<file path="src/rtl/cpu_pkg.sv">
// cpu_pkg: shared constants for the CPU memory-arbiter slice.
// Latency: n/a (constants only).
// Backpressure: n/a.
// Contents: default widths, requester bit positions in the one-hot request and
// grant vectors, arbiter FSM state encoding and the starvation counter width.
package cpu_pkg;

  // Default widths.
  localparam int CPU_ADDR_W       = 16;
  localparam int CPU_DATA_W       = 16;
  localparam int ARB_STARVE_LIMIT = 8;
  localparam int ARB_STARVE_CNT_W = 4;

  // Requester IDs, used as bit positions in the request/grant vectors.
  localparam int ARB_NUM_REQ = 3;
  localparam int REQ_IF      = 0;
  localparam int REQ_LS      = 1;
  localparam int REQ_DSP     = 2;

  // Arbiter FSM encoding.
  localparam logic [0:0] ARB_IDLE  = 1'b0;
  localparam logic [0:0] ARB_GRANT = 1'b1;

endpackage

</file>
<file path="src/rtl/arb_starve_counter.sv">
// arb_starve_counter: saturating wait counter for the display requester; flags promotion at the limit.
// Latency: promote_o is registered state, asserted the cycle after the count reaches LIMIT.
// Backpressure: none; it observes request/grant only.
// Ports:
//   clk_i      rising-edge clock
//   rst_i      synchronous active-high reset
//   dsp_req_i  display request
//   dsp_gnt_i  display grant, high in the cycle the display owns the port
//   promote_o  high while the count sits at LIMIT
module arb_starve_counter
  import cpu_pkg::*;
#(
  parameter int LIMIT = ARB_STARVE_LIMIT
) (
  input  logic clk_i,
  input  logic rst_i,
  input  logic dsp_req_i,
  input  logic dsp_gnt_i,
  output logic promote_o
);

  localparam logic [ARB_STARVE_CNT_W-1:0] LIM = ARB_STARVE_CNT_W'(LIMIT);
  localparam logic [ARB_STARVE_CNT_W-1:0] ONE = ARB_STARVE_CNT_W'(1);

  logic [ARB_STARVE_CNT_W-1:0] count_q, count_d;

  // Count only cycles where the display is waiting; a grant or a dropped
  // request restarts the measurement from zero.
  always_comb begin
    count_d = count_q;
    if (!dsp_req_i || dsp_gnt_i) begin
      count_d = '0;
    end else if (count_q != LIM) begin
      count_d = count_q + ONE;
    end
  end

  always_ff @(posedge clk_i) begin
    if (rst_i) begin
      count_q <= '0;
    end else begin
      count_q <= count_d;
    end
  end

  assign promote_o = (count_q == LIM);

endmodule

</file>
<file path="src/rtl/mem_arbiter.sv">
// mem_arbiter: shares one single-port RAM between IF, LS and display requesters, LS > IF > DSP.
// Latency: Req to Gnt/Mem* 1 cycle (registered); Gnt to RValid 1 cycle; uncontended read 2 cycles.
// Backpressure: Req is held until the one-cycle Gnt pulse; a requester is masked the cycle after its grant.
// Optional feature: define ARB_STARVE_GUARD_EN to promote a display request that has
// waited STARVE_LIMIT cycles above LS. Without it priority is strictly LS > IF > DSP.
// Ports:
//   Clock, Reset                    clock, synchronous active-high reset
//   IfReq/LsReq/DspReq              requests, held until granted
//   IfAddr/LsAddr/DspAddr           request addresses
//   LsWE, LsWData                   LS write flag and write data
//   IfGnt/LsGnt/DspGnt              one-cycle grant pulses
//   IfRValid/LsRValid/DspRValid     read data valid, one cycle after a read grant
//   RData                           read data (straight from MemRData)
//   MemAddr, MemWE, MemWData        registered RAM port
//   MemRData                        RAM read data, valid one cycle after the address
module mem_arbiter
  import cpu_pkg::*;
#(
  parameter int ADDR_W       = CPU_ADDR_W,
  parameter int DATA_W       = CPU_DATA_W,
  parameter int STARVE_LIMIT = ARB_STARVE_LIMIT
) (
  input  logic              Clock,
  input  logic              Reset,
  input  logic              IfReq,
  input  logic              LsReq,
  input  logic              DspReq,
  input  logic [ADDR_W-1:0] IfAddr,
  input  logic [ADDR_W-1:0] LsAddr,
  input  logic [ADDR_W-1:0] DspAddr,
  input  logic              LsWE,
  input  logic [DATA_W-1:0] LsWData,
  output logic              IfGnt,
  output logic              LsGnt,
  output logic              DspGnt,
  output logic              IfRValid,
  output logic              LsRValid,
  output logic              DspRValid,
  output logic [DATA_W-1:0] RData,
  output logic [ADDR_W-1:0] MemAddr,
  output logic              MemWE,
  output logic [DATA_W-1:0] MemWData,
  input  logic [DATA_W-1:0] MemRData
);

  if (STARVE_LIMIT < 1 || STARVE_LIMIT > 15) begin : g_bad_limit
    $error("mem_arbiter: STARVE_LIMIT must be in 1..15");
  end

  logic [0:0]             state_q, state_d;
  logic [ARB_NUM_REQ-1:0] gnt_q;
  logic [ARB_NUM_REQ-1:0] rvld_q;
  logic [ADDR_W-1:0]      mem_addr_q, addr_d;
  logic                   mem_we_q, we_d;
  logic [DATA_W-1:0]      mem_wdata_q, wdata_d;

  logic [ARB_NUM_REQ-1:0] req, mask, elig, win;
  logic                   promote;

  assign req[REQ_IF]  = IfReq;
  assign req[REQ_LS]  = LsReq;
  assign req[REQ_DSP] = DspReq;

  // The requester that owns the port this cycle sits out the next decision,
  // which is what lets LS and IF interleave one access per cycle.
  assign mask = (state_q == ARB_GRANT) ? gnt_q : '0;
  assign elig = req & ~mask;

`ifdef ARB_STARVE_GUARD_EN
  arb_starve_counter #(
    .LIMIT (STARVE_LIMIT)
  ) u_starve (
    .clk_i     (Clock),
    .rst_i     (Reset),
    .dsp_req_i (DspReq),
    .dsp_gnt_i (gnt_q[REQ_DSP]),
    .promote_o (promote)
  );
`else
  assign promote = 1'b0;
`endif

  always_comb begin
    win = '0;
    if (promote && elig[REQ_DSP]) begin
      win[REQ_DSP] = 1'b1;
    end else if (elig[REQ_LS]) begin
      win[REQ_LS] = 1'b1;
    end else if (elig[REQ_IF]) begin
      win[REQ_IF] = 1'b1;
    end else if (elig[REQ_DSP]) begin
      win[REQ_DSP] = 1'b1;
    end
  end

  assign state_d = (|elig) ? ARB_GRANT : ARB_IDLE;

  // RAM port next state; the address and write data hold when nothing is granted.
  always_comb begin
    addr_d  = mem_addr_q;
    we_d    = 1'b0;
    wdata_d = mem_wdata_q;
    if (|win) begin
      wdata_d = LsWData;
    end
    if (win[REQ_LS]) begin
      addr_d = LsAddr;
      we_d   = LsWE;
    end else if (win[REQ_IF]) begin
      addr_d = IfAddr;
    end else if (win[REQ_DSP]) begin
      addr_d = DspAddr;
    end
  end

  always_ff @(posedge Clock) begin
    if (Reset) begin
      state_q     <= ARB_IDLE;
      gnt_q       <= '0;
      rvld_q      <= '0;
      mem_addr_q  <= '0;
      mem_we_q    <= 1'b0;
      mem_wdata_q <= '0;
    end else begin
      state_q     <= state_d;
      gnt_q       <= win;
      // Data returns for the grant of the previous cycle; an LS write has no return.
      rvld_q[REQ_IF]  <= gnt_q[REQ_IF];
      rvld_q[REQ_LS]  <= gnt_q[REQ_LS] & ~mem_we_q;
      rvld_q[REQ_DSP] <= gnt_q[REQ_DSP];
      mem_addr_q  <= addr_d;
      mem_we_q    <= we_d;
      mem_wdata_q <= wdata_d;
    end
  end

  assign IfGnt     = gnt_q[REQ_IF];
  assign LsGnt     = gnt_q[REQ_LS];
  assign DspGnt    = gnt_q[REQ_DSP];
  assign IfRValid  = rvld_q[REQ_IF];
  assign LsRValid  = rvld_q[REQ_LS];
  assign DspRValid = rvld_q[REQ_DSP];
  assign RData     = MemRData;
  assign MemAddr   = mem_addr_q;
  assign MemWE     = mem_we_q;
  assign MemWData  = mem_wdata_q;

endmodule
</file>
<file path="config.mk">
export PLATFORM = sky130hd
export DESIGN_NAME = mem_arbiter
export DESIGN_NICKNAME = d
export VERILOG_FILES = /design/src/rtl/cpu_pkg.sv /design/src/rtl/arb_starve_counter.sv /design/src/rtl/mem_arbiter.sv
export SDC_FILE = /design/constraint.sdc
export NUM_CORES = 1
export LEC_CHECK = 0
export BUFFER_PORTS_ARGS = -buffer_cell sky130_fd_sc_hd__buf_2
export CAP_MARGIN = 20
export CORE_MARGIN = 4
export CORE_UTILIZATION = 39
export DETAILED_ROUTE_END_ITERATION = 8
export PLACE_DENSITY = 0.89
export SLEW_MARGIN = 20
export SYNTH_ARGS = -nofsm -noshare
export SYNTH_HDL_FRONTEND = slang
export SYNTH_SLANG_ARGS = --single-unit
</file>
<file path="constraint.sdc">
create_clock -name Clock -period 1.6 [get_ports Clock]
set_input_delay 0.08 -clock Clock [delete_from_list [all_inputs] [get_ports Clock]]
set_output_delay 0.08 -clock Clock [all_outputs]
set_load 0.005 [all_outputs]
</file>
==> out/metrics.csv <==
stage;metric;value;unit
synth;synth_top_cells_by_area;dfxtp_1, nand2_1, a21oi_1, buf_4, o221ai_1;
power;p_per_area;905;mW/mm²
placed_design;dp_hpwl;3.79;mm
floorplan;start_util;40.4;%
worst_setup_path;critPathRequiredTime;1.78;ns
run;drv_cap;0;
synth;ys_seq_area_share;45.2;%
clock_tree;path_clk_slew;0.08;ns
clock_tree;clock_path_buffers;2;
worst_hold_path;min_from;LsAddr[10];
timing;setup_violations;0;
grt;track_usage;17.2;%
timing;holdWs;0.0159;ns
worst_setup_path;crit_path_end_kind;flip-flop;
synth;synth_area;0.00177;mm²
finish;final_util;53.6;%
power;irDropWorstVdd;0.525;mV
timing;hold_violations;0;
synth;yosys.area_share.xor_xnor;0;%
synth;synth_top_family_by_area;compound AO/OA/AOI/OAI gates;
route;vias_per_cell;4.97;
floorplan;die_area;0.00569;mm²
floorplan;die_h;75.4;µm
finish;final_common_cell;buf_2;
worst_hold_path;worstHoldPathType;in2reg;
grt;grt_pass1_wl;7.40;mm
timing;max_slew_margin;71.7;%
clock_tree;clock_sinks;40;
synth;yosys_warnings;0;
clock_tree;root_buffer;clkbuf_8;
timing;fmax;674;MHz
synth;yosysUniqueCellTypes;22;
timing;setup_slack;0.116;ns
clock_tree;cts_tree;done;
grt;overflow;0;
finish;nNetsFinal;392;
floorplan;core_area;0.00438;mm²
placed_design;portBuffers;108;
synth;syn_area_per_cell;8.32;µm²
finish;layout_common_cells;buf_2, nand2_1, dfxtp_1, a21oi_1, o221ai_1;
timing;fin_crit_sh;92.7;%
route;firstDrtPassIters;4;
power;power.leakage;1.19;nW
finish;antenna_cells;0;
synth;synth-simple-area-share;16.3;%
route;wirelength;4.96;mm
route;avgRoutedWirePerCell;13.9;µm
clock_tree;clk_latency;0.29;ns
outcome;status;completed;
worst_hold_path;holdPathStages;3;
finish;final_cells;358;
grt;grt_pass1_vias;1698;
floorplan;rows;24;
synth;synthMuxAreaShare;0;%
worst_setup_path;path_class;reg2reg;
synth;synth-seq-cells;40;
route;drtIter0Drc;53;
worst_setup_path;r2r_end;MemAddr[3];
timing;final_max_slew_viol_count;0;
worst_setup_path;cp-start-kind;flip-flop;
worst_setup_path;r2r-start;state_q;
synth;synth_nets;299;
placed_design;dp_slack;0.0738;ns
timing;fin_tns_setup;0;ns
grt;grt_max_degree;27;
clock_tree;cts_made_buffers;5;
floorplan;io_pins;141;
route;ant_nets;0;
worst_setup_path;rr_worst_depth;5;
route;drc;0;
grt;antenna_found_initial;0;
clock_tree;htreeDepth;2;
synth;netlist_instances;213;
finish;drive_gt1_share;43.8;%
placed_design;routabilityCongestion;0.748;
finish;num-fill-cells;437;
worst_hold_path;hold_path_end;MemAddr[10];
worst_setup_path;crit_arrival;1.66;ns
worst_setup_path;cp_max_fo;12;
timing;fin_crit;1.48;ns
placed_design;dp.cells;350;
synth;synth_compound_area_share;26.3;%
route;num_vias;1778;
timing;skew;0.00908;ns
synth;synth_top_area_cell;dfxtp_1;
timing;worst_slew_pin_slew;0.423;ns
synth;yosysTopAreaCellShare;45.2;%
finish;area_growth;32.5;%
floorplan;fp.dieW;75.4;µm
timing;rsz0062_at_grt;false;
worst_setup_path;r2r_slack;0.12;ns
synth;synthAdderAreaFrac;0;%
==> where the power goes <==
part           total (mW)  switching, mW  internal, mW
Clock               0.623          0.326         0.296
Combinational       0.399          0.192         0.208
Sequential           1.10         0.0384          1.07
==> critical path, cell delays in order, from the launching register on <==
cell and delay [ns]:
dfxtp_1 0.43, a21boi_1 0.18, or3_1 0.37, buf_4 0.21, o21bai_1 0.13, a21oi_1 0.05
==> area by class of cell <==
type | instances | area [µm²] | area share, %
multi-input combinational | 140 | 768 | 32.7
sequential | 40 | 801 | 34.1
clock inverter | 1 | 5.00 | 0.213
timing repair buffer | 119 | 638 | 27.2
tap | 52 | 65.1 | 2.77
clock buffer | 6 | 72.6 | 3.09
==> worst max path at each step <==
stage	slack [ns]	start	end	depth (start not counted)
6_report	0.12	state_q	MemAddr[3]	5
5_1_grt	0.004	state_q	MemWData[13]	5
4_1_cts	0.07	state_q	MemAddr[13]	4
3_5_place_dp	0.07	state_q	MemAddr[13]	4
3_3_place_gp	0.18	state_q	MemAddr[8]	6
2_1_floorplan	0.22	state_q	MemWData[5]	6
==> synthesized netlist by cell type <==
| cell | n |
|---|---|
| buf_4 | 18 |
| buf_2 | 8 |
| clkbuf_1 | 4 |
| dfxtp_1 | 40 |
| nand2_1 | 55 |
| o21bai_1 | 6 |
| a21oi_1 | 38 |
| nor3_2 | 1 |
| and2_1 | 1 |
| a211o_1 | 6 |
| or3_1 | 1 |
| o221ai_1 | 10 |
| a21boi_1 | 2 |
| nor2_1 | 8 |
| buf_6 | 2 |
| buf_1 | 1 |
| a21boi_2 | 1 |
| nor3b_1 | 1 |
| nor3_1 | 2 |
| o21bai_2 | 4 |
| nor2b_1 | 2 |
| a21bo_2 | 2 |
==> logic make-up (layout without fill, tap and decap cells) <==
group                  after synthesis  count (layout)
and+or+nand+nor                     71              71
AOI/OAI and AO/OA                   69              69
DFF                                 40              40
buffers and inverters               33             126
==> state kept, by name, indices dropped and copies added, names as in the netlist <==
| signal | count |
|---|---|
| state_q | 1 |
| gnt_q | 3 |
| rvld_q | 3 |
| MemWData | 16 |
| MemAddr | 16 |
| MemWE | 1 |
==> routing by layer <==
| metal | GRT usage (%) | part of all wire [%] | wire length, µm |
|---|---|---|---|
| met3 | 6.07 | 9.4 | 468 |
| met2 | 29.8 | 50 | 2490 |
| met4 | 6.41 | 1.8 | 90 |
| met5 | 0 | 0 | 0 |
| met1 | 19.3 | 39 | 1910 |
==> repair_timing <==
item / CTS / global route
gates resized for setup: 0 / 2
endpoints found under the hold margin: 1 / 0
hold buffers: 1 / 0
setup buffers: 0 / 0
setup endpoints to repair: 0 / 11
==> stage by stage <==
stage	cell area, µm²	power [mW]
finish	2350	2.13
global route	2350	2.25
detailed placement	2260	1.53
global placement	2260	1.51
CTS	2340	2.15
floorplan	1770	1.35
No activity file was read; power rests on OpenSTA's default activity.
